--- src/rtl/debounce_bank.sv ---
// Multi-channel input debouncer: per-channel synchroniser, saturating stability counter,
// debounced level and registered one-cycle rise/fall pulses.
module debounce_bank #(
    parameter int NUM_CH         = 4,
    parameter int DEBOUNCE_LIMIT = 20,
    parameter int SYNC_STAGES    = 2,
    parameter int RESET_STATE    = 0
) (
    input  logic              i_Clk,
    input  logic              i_Rst,
    input  logic [NUM_CH-1:0] i_Bouncy,
    output logic [NUM_CH-1:0] o_Debounced,
    output logic [NUM_CH-1:0] o_Rise,
    output logic [NUM_CH-1:0] o_Fall,
    output logic              o_Any_Edge
);

    localparam int              CW      = (DEBOUNCE_LIMIT > 2) ? $clog2(DEBOUNCE_LIMIT) : 1;
    localparam logic [CW-1:0]   LAST    = CW'(DEBOUNCE_LIMIT - 1);
    localparam logic            RST_LVL = (RESET_STATE != 0) ? 1'b1 : 1'b0;

    logic [SYNC_STAGES-1:0][NUM_CH-1:0] r_sync;
    logic [CW-1:0]                      r_count [NUM_CH];
    logic [NUM_CH-1:0]                  w_sync;
    logic [NUM_CH-1:0]                  w_differ;
    logic [NUM_CH-1:0]                  w_accept;

    assign w_sync = r_sync[SYNC_STAGES-1];

    // Acceptance needs the synchronised level to still differ on the accepting edge.
    always_comb begin
        w_differ = w_sync ^ o_Debounced;
        w_accept = '0;
        for (int n = 0; n < NUM_CH; n++) begin
            w_accept[n] = w_differ[n] && (r_count[n] == LAST);
        end
    end

    always_ff @(posedge i_Clk or posedge i_Rst) begin
        if (i_Rst) begin
            r_sync      <= {SYNC_STAGES{{NUM_CH{RST_LVL}}}};
            o_Debounced <= {NUM_CH{RST_LVL}};
            o_Rise      <= '0;
            o_Fall      <= '0;
            o_Any_Edge  <= 1'b0;
            for (int n = 0; n < NUM_CH; n++) begin
                r_count[n] <= '0;
            end
        end else begin
            r_sync <= {r_sync[SYNC_STAGES-2:0], i_Bouncy};
            for (int n = 0; n < NUM_CH; n++) begin
                if (!w_differ[n]) begin
                    r_count[n] <= '0;
                end else if (w_accept[n]) begin
                    r_count[n]     <= '0;
                    o_Debounced[n] <= w_sync[n];
                end else begin
                    r_count[n] <= r_count[n] + 1'b1;
                end
            end
            o_Rise     <= w_accept & w_sync;
            o_Fall     <= w_accept & ~w_sync;
            o_Any_Edge <= |w_accept;
        end
    end

endmodule

--- config.mk ---
export PLATFORM = sky130hd
export DESIGN_NAME = debounce_bank
export DESIGN_NICKNAME = d
export VERILOG_FILES = /design/src/rtl/debounce_bank.sv
export SDC_FILE = /design/constraint.sdc
export NUM_CORES = 1
export LEC_CHECK = 0
export BUFFER_PORTS_ARGS = -buffer_cell sky130_fd_sc_hd__buf_2
export CORE_MARGIN = 1
export CORE_UTILIZATION = 35
export DETAILED_ROUTE_END_ITERATION = 8
export GPL_ROUTABILITY_DRIVEN = 0
export HOLD_SLACK_MARGIN = 0.08
export PLACE_DENSITY = 0.5
export SLEW_MARGIN = 0
export SYNTH_ARGS = -nofsm -noshare
export SYNTH_HDL_FRONTEND = slang
export SYNTH_SLANG_ARGS = --single-unit
--- constraint.sdc ---
create_clock -name i_Clk -period 1.4 [get_ports i_Clk]
set_input_delay 0.07 -clock i_Clk [delete_from_list [all_inputs] [get_ports i_Clk]]
set_output_delay 0.07 -clock i_Clk [all_outputs]
set_load 0.02 [all_outputs]
; ---- Word level (Yosys, flattened, before mapping)
; Index checks and enable logic that the tools add are counted.
[classes]
add_sub_neg = 4
n_mul = 0
n_div = 0
magnitude_cmp = 0
eq_ne = 4
shift = 0
mux = 8
bitwise_logic = 4
n_reduce_logical = 9
[ops]
columns = op, n
row1 = 5-bit two-way mux, 8
row2 = "5-bit by 1-bit adder with 5-bit output, second input constant", 4
row3 = "5-bit equality test, second input constant", 4
row4 = 4-bit AND, 2
row5 = 2-bit AND reduction, 4
row6 = 1-bit logical AND, 4
row7 = 4-bit NOT, 1
row8 = 4-bit OR reduction, 1
row9 = 4-bit XOR, 1
[word_totals]
ff_bits = 41
latch_bits = 0
ramBits = 0
romBits = 0
in_bits = 6
out_inout_bits = 13
wordCells = 42
n_memories = 0

; ---- Logic depth before layout (Yosys ltp)
[logic_depth]
word_depth = 4
depth_mapped = 4
depth_no_buf = 4

; ---- Least setup slack after synthesis
; Ideal clock, no wire load.
[synth_path]
path_kind = register -> register
startpoint = register o_Debounced[0]
endpoint = register o_Any_Edge
setup_time_ns = 0.139
arrival_time_ns = 1.324
t_required_ns = 1.261
setup_slack_ns = -0.063
stages_incl_launch_ff = 4
path_buffers = 0
period_less_slack_ns = 1.463
path_cell_list = dfrtp_1 -> xor2_1 -> nor2b_2 -> or4_1
[synth_via]
elab_chain_len = 3
[synth_rtl]
columns = item, line_no
row1 = start: declaration, 12  ; output logic [NUM_CH-1:0] o_Debounced,
row2 = start signal: assignment, 42  ; o_Debounced <= {NUM_CH{RST_LVL}};
row3 = start signal: indexed assignment, 56  ; o_Debounced[n] <= w_sync[n];
row4 = 4-bit XOR, 32  ; w_differ = w_sync ^ o_Debounced;
row5 = 1-bit logical AND, 35  ; w_accept[n] = w_differ[n] && (r_count[n] == LAST);
row6 = 4-bit OR reduction, 63  ; o_Any_Edge <= |w_accept;
row7 = end signal: assignment, 63
row8 = end: declaration, 15  ; output logic o_Any_Edge
; No other way between the ends.
; A chain may end at the register's enable or synchronous reset.

; ---- Worst setup path after layout
[layout_path]
startpoint = register r_count[6] (netlist name)
endpoint = register o_Any_Edge
[layout_via]
elab_chain_len = 3
[layout_rtl]
columns = item, line_no
row1 = start: declaration, 23  ; logic [CW-1:0] r_count [NUM_CH];
row2 = start signal: indexed assignment, 58  ; r_count[n] <= r_count[n] + 1'b1;
row3 = 5-bit equality test, 35
row4 = 1-bit logical AND, 35
row5 = 4-bit OR reduction, 63
; No other way between the ends.

==> impl_metrics.toml <==
[status]
outcome = "finished, violations left"
violations = "design-rule violations"

[routing]
postRouteAntennaNets = 0
wirelength_um = 3019
route.detailed.drc = 1
dr.first_iter.drc_count = 42
avgRoutedWirePerCell_um = 12.96
viasPerCell = 4.777
num_vias = 1113
drtPass1Iterations = 6

[setup_path]
critPathTopFamily = "simple AND/OR/NAND/NOR gates"
path_max_fanout = 2
crit_arrival_ps = 1560
r2r-start = "r_count[6]"
cp-end-kind = "flop"
slowest_delay_ps = 510
startpoint = "r_count[6]"
cp_slowest_cell = "or4_1"
cp.required_ps = 1570
startpoint_type = "flop"
worstSetupPathType = "reg -> reg"
path_cells = "ha_2 -> nand4bb_1 -> nor2_1 -> or4_1"
critPathBufInv = 0

[synthesis]
syn-num-nets = 140
synth.avg_cell_area_um2 = 12.82
yosysWarnings = 0
ys_types = 29
synth-seq-cells = 41
synth.area.top_cells = "dfrtp_1, xor2_1, nor3b_1"
synth_top_area_share_pct = 61.56
synth_area_um2 = 1667
synth_cells = 130
seq_area_frac_synth_pct = 61.56
synth_area_leader_cell = "dfrtp_1"

[clocking]
htreeDepth = 2
clk_pin_slew_ps = 80
clk_root_buffer_cell = "clkbuf_8"
insertion_delay_ps = 290
cts_tree = "built"
clk_path_buf_depth = 2
clock-sinks = 41
cts_buffers = 5

[die]
fp-row-count = 24
dieArea_um2 = 5042
die_h_um = 71.01
ioPinCount = 19
dieWidth_um = 71.01
fp.coreArea_um2 = 4474
start_util_pct = 37.25

[finish]
drive_above_1_share_pct = 32.04
final_util_pct = 48.49
diodes = 0
multiInputGateArea_um2 = 659.4
syn2layout_area_growth_pct = 30.18
register_area_um2 = 1027
n_fill_cell = 423
final_nets = 190

[timing]
timing.fmax_ghz = 0.7154
finClkSkew_ps = 7.119
slew_viol_final = 0
relSlewSlack_pct = 76.70
final.period_utilization_pct = 99.84
rsz0062_at_grt = "true"
finalSetupViolCount = 0
hold_viol = 0
tns_ps = 0
fin_crit_ps = 1398
worst_pin_slew_ps = 349.5

[global_routing]
grt_first_pass_wirelength_um = 5340
antenna_found_initial = 0
grt_pass1_vias = 1217
grt_usage_pct = 14.18
overflow = 0
grt_max_degree = 28

[flow_run]
cap_violations = 0

[hold_path]
min_path_type = "in -> async"

[pwr]
max-vdd-ir-drop_mv = 0.5346
pwr_density_cell_nw_per_um2 = 1101
p_leak_nw = 1.048

[placement]
numPortBuffers = 18
dp_hpwl_um = 2212
==> what timing repair did <==
item,CTS,global route
hold endpoints to repair,45,0
buffers inserted,2,0
endpoints found under the setup margin,2,1
hold buffers,5,0
resized for setup,1,0
pin swaps,0,0
==> final timing paths <==
path | end | cells after the start | slack, ps
worst max-delay path | o_Any_Edge | 4 | 2
worst min-delay path | r_sync[0] | 4 | 330
worst max register to register | o_Any_Edge | 4 | 2
worst min register to register | w_sync[3] | 0 | 350
max in group asynchronous | o_Debounced[0] | 4 | 730
min in group i_Clk | w_sync[3] | 0 | 350
==> kinds of logic (layout without fill, tap and decap cells) <==
group / after synthesis / after routing / share of synthesized area, %
adders and majority gates: 4 / 4 / 3.003
and+or+nand+nor: 54 / 54 / 20.05
muxes: 6 / 6 / 3.829
AOI/OAI and AO/OA: 8 / 8 / 3.529
DFF: 41 / 41 / 61.56
buffers and inverters: 3 / 54 / 0.6756
xor gates and xnor gates: 14 / 14 / 7.358
==> synth_stat cells <==
library cell / instances
a21boi_0: 1
a21oi_1: 2
a31oi_1: 1
a32o_1: 3
and2_1: 3
and2b_2: 1
and3_1: 1
dfrtp_1: 41
ha_1: 4
inv_1: 3
mux2_2: 3
mux2i_1: 3
nand2_1: 10
nand2b_1: 2
nand3_1: 4
nand3b_1: 1
nand4b_1: 1
nand4bb_1: 3
nand4bb_4: 1
nor2_1: 14
nor2b_1: 1
nor2b_2: 1
nor3b_1: 8
nor4bb_1: 1
o21ai_0: 1
or2b_1: 1
or4_1: 1
xnor2_1: 6
xor2_1: 8
==> metal layers <==
metal	global-route usage (%)	vias up	wire length [um]
met1	15.77	548	1302
met5	0	-	0
met4	6.667	0	60
met2	24.89	17	1564
met3	4.274	5	92
li1	-	543	-
==> cell usage in the layout, fill, tap and decap left out, types with 2 or more instances in the layout <==
| master | Yosys | layout |
|---|---|---|
| a21oi_1 | 2 | 2 |
| a32o_1 | 3 | 3 |
| and2_1 | 3 | 3 |
| buf_2 | 0 | 18 |
| buf_4 | 0 | 20 |
| clkbuf_8 | 0 | 6 |
| dfrtp_1 | 41 | 40 |
| dlygate4sd3_1 | 0 | 5 |
| ha_2 | 0 | 4 |
| inv_1 | 3 | 3 |
| mux2_2 | 3 | 3 |
| mux2i_1 | 3 | 3 |
| nand2_1 | 10 | 10 |
| nand2b_1 | 2 | 2 |
| nand3_1 | 4 | 4 |
| nand4bb_1 | 3 | 3 |
| nor2_1 | 14 | 14 |
| nor3b_1 | 8 | 8 |
| xnor2_1 | 6 | 5 |
| xor2_1 | 8 | 7 |
==> registers in the layout, indices dropped and copies added (netlist names) <==
register and cells:
w_sync 4, o_Rise 4, o_Fall 4, r_sync 4, r_count 20, o_Any_Edge 1
o_Debounced 4
==> power breakdown <==
group	internal [mW]	switching, mW
Combinational	0.0840	0.0776
Clock	0.581	0.396
Sequential	1.22	0.0275
==> metrics by stage <==
step	setup WS (ps)	hold WS, ps	total power, mW	cells	area [um2]
finish	2.219	328.9	2.390	233	2170
global route	-64.44	360.7	2.501	233	2170
floorplan	-2.154	101.4	1.360	130	1695
detailed placement	-2.766	102.4	1.422	218	1986
CTS	5.311	338.0	2.428	233	2170
global placement	28.33	102.4	1.416	218	1986
==> worst register-to-register path, stage by stage, from the launching register on <==
cell and delay, ps:
dfrtp_1 390, ha_2 190, nand4bb_1 120, nor2_1 60, or4_1 510
==> layout make-up <==
cell class | count | area share, %
sequential | 41 | 47.35
multi-input combinational | 86 | 30.39
timing repair buffer | 43 | 13.38
clock buffer | 7 | 3.979
tap | 52 | 2.999
clock inverter | 1 | 1.384
inverter | 3 | 0.5190
Power figures use the tool's default switching activity.
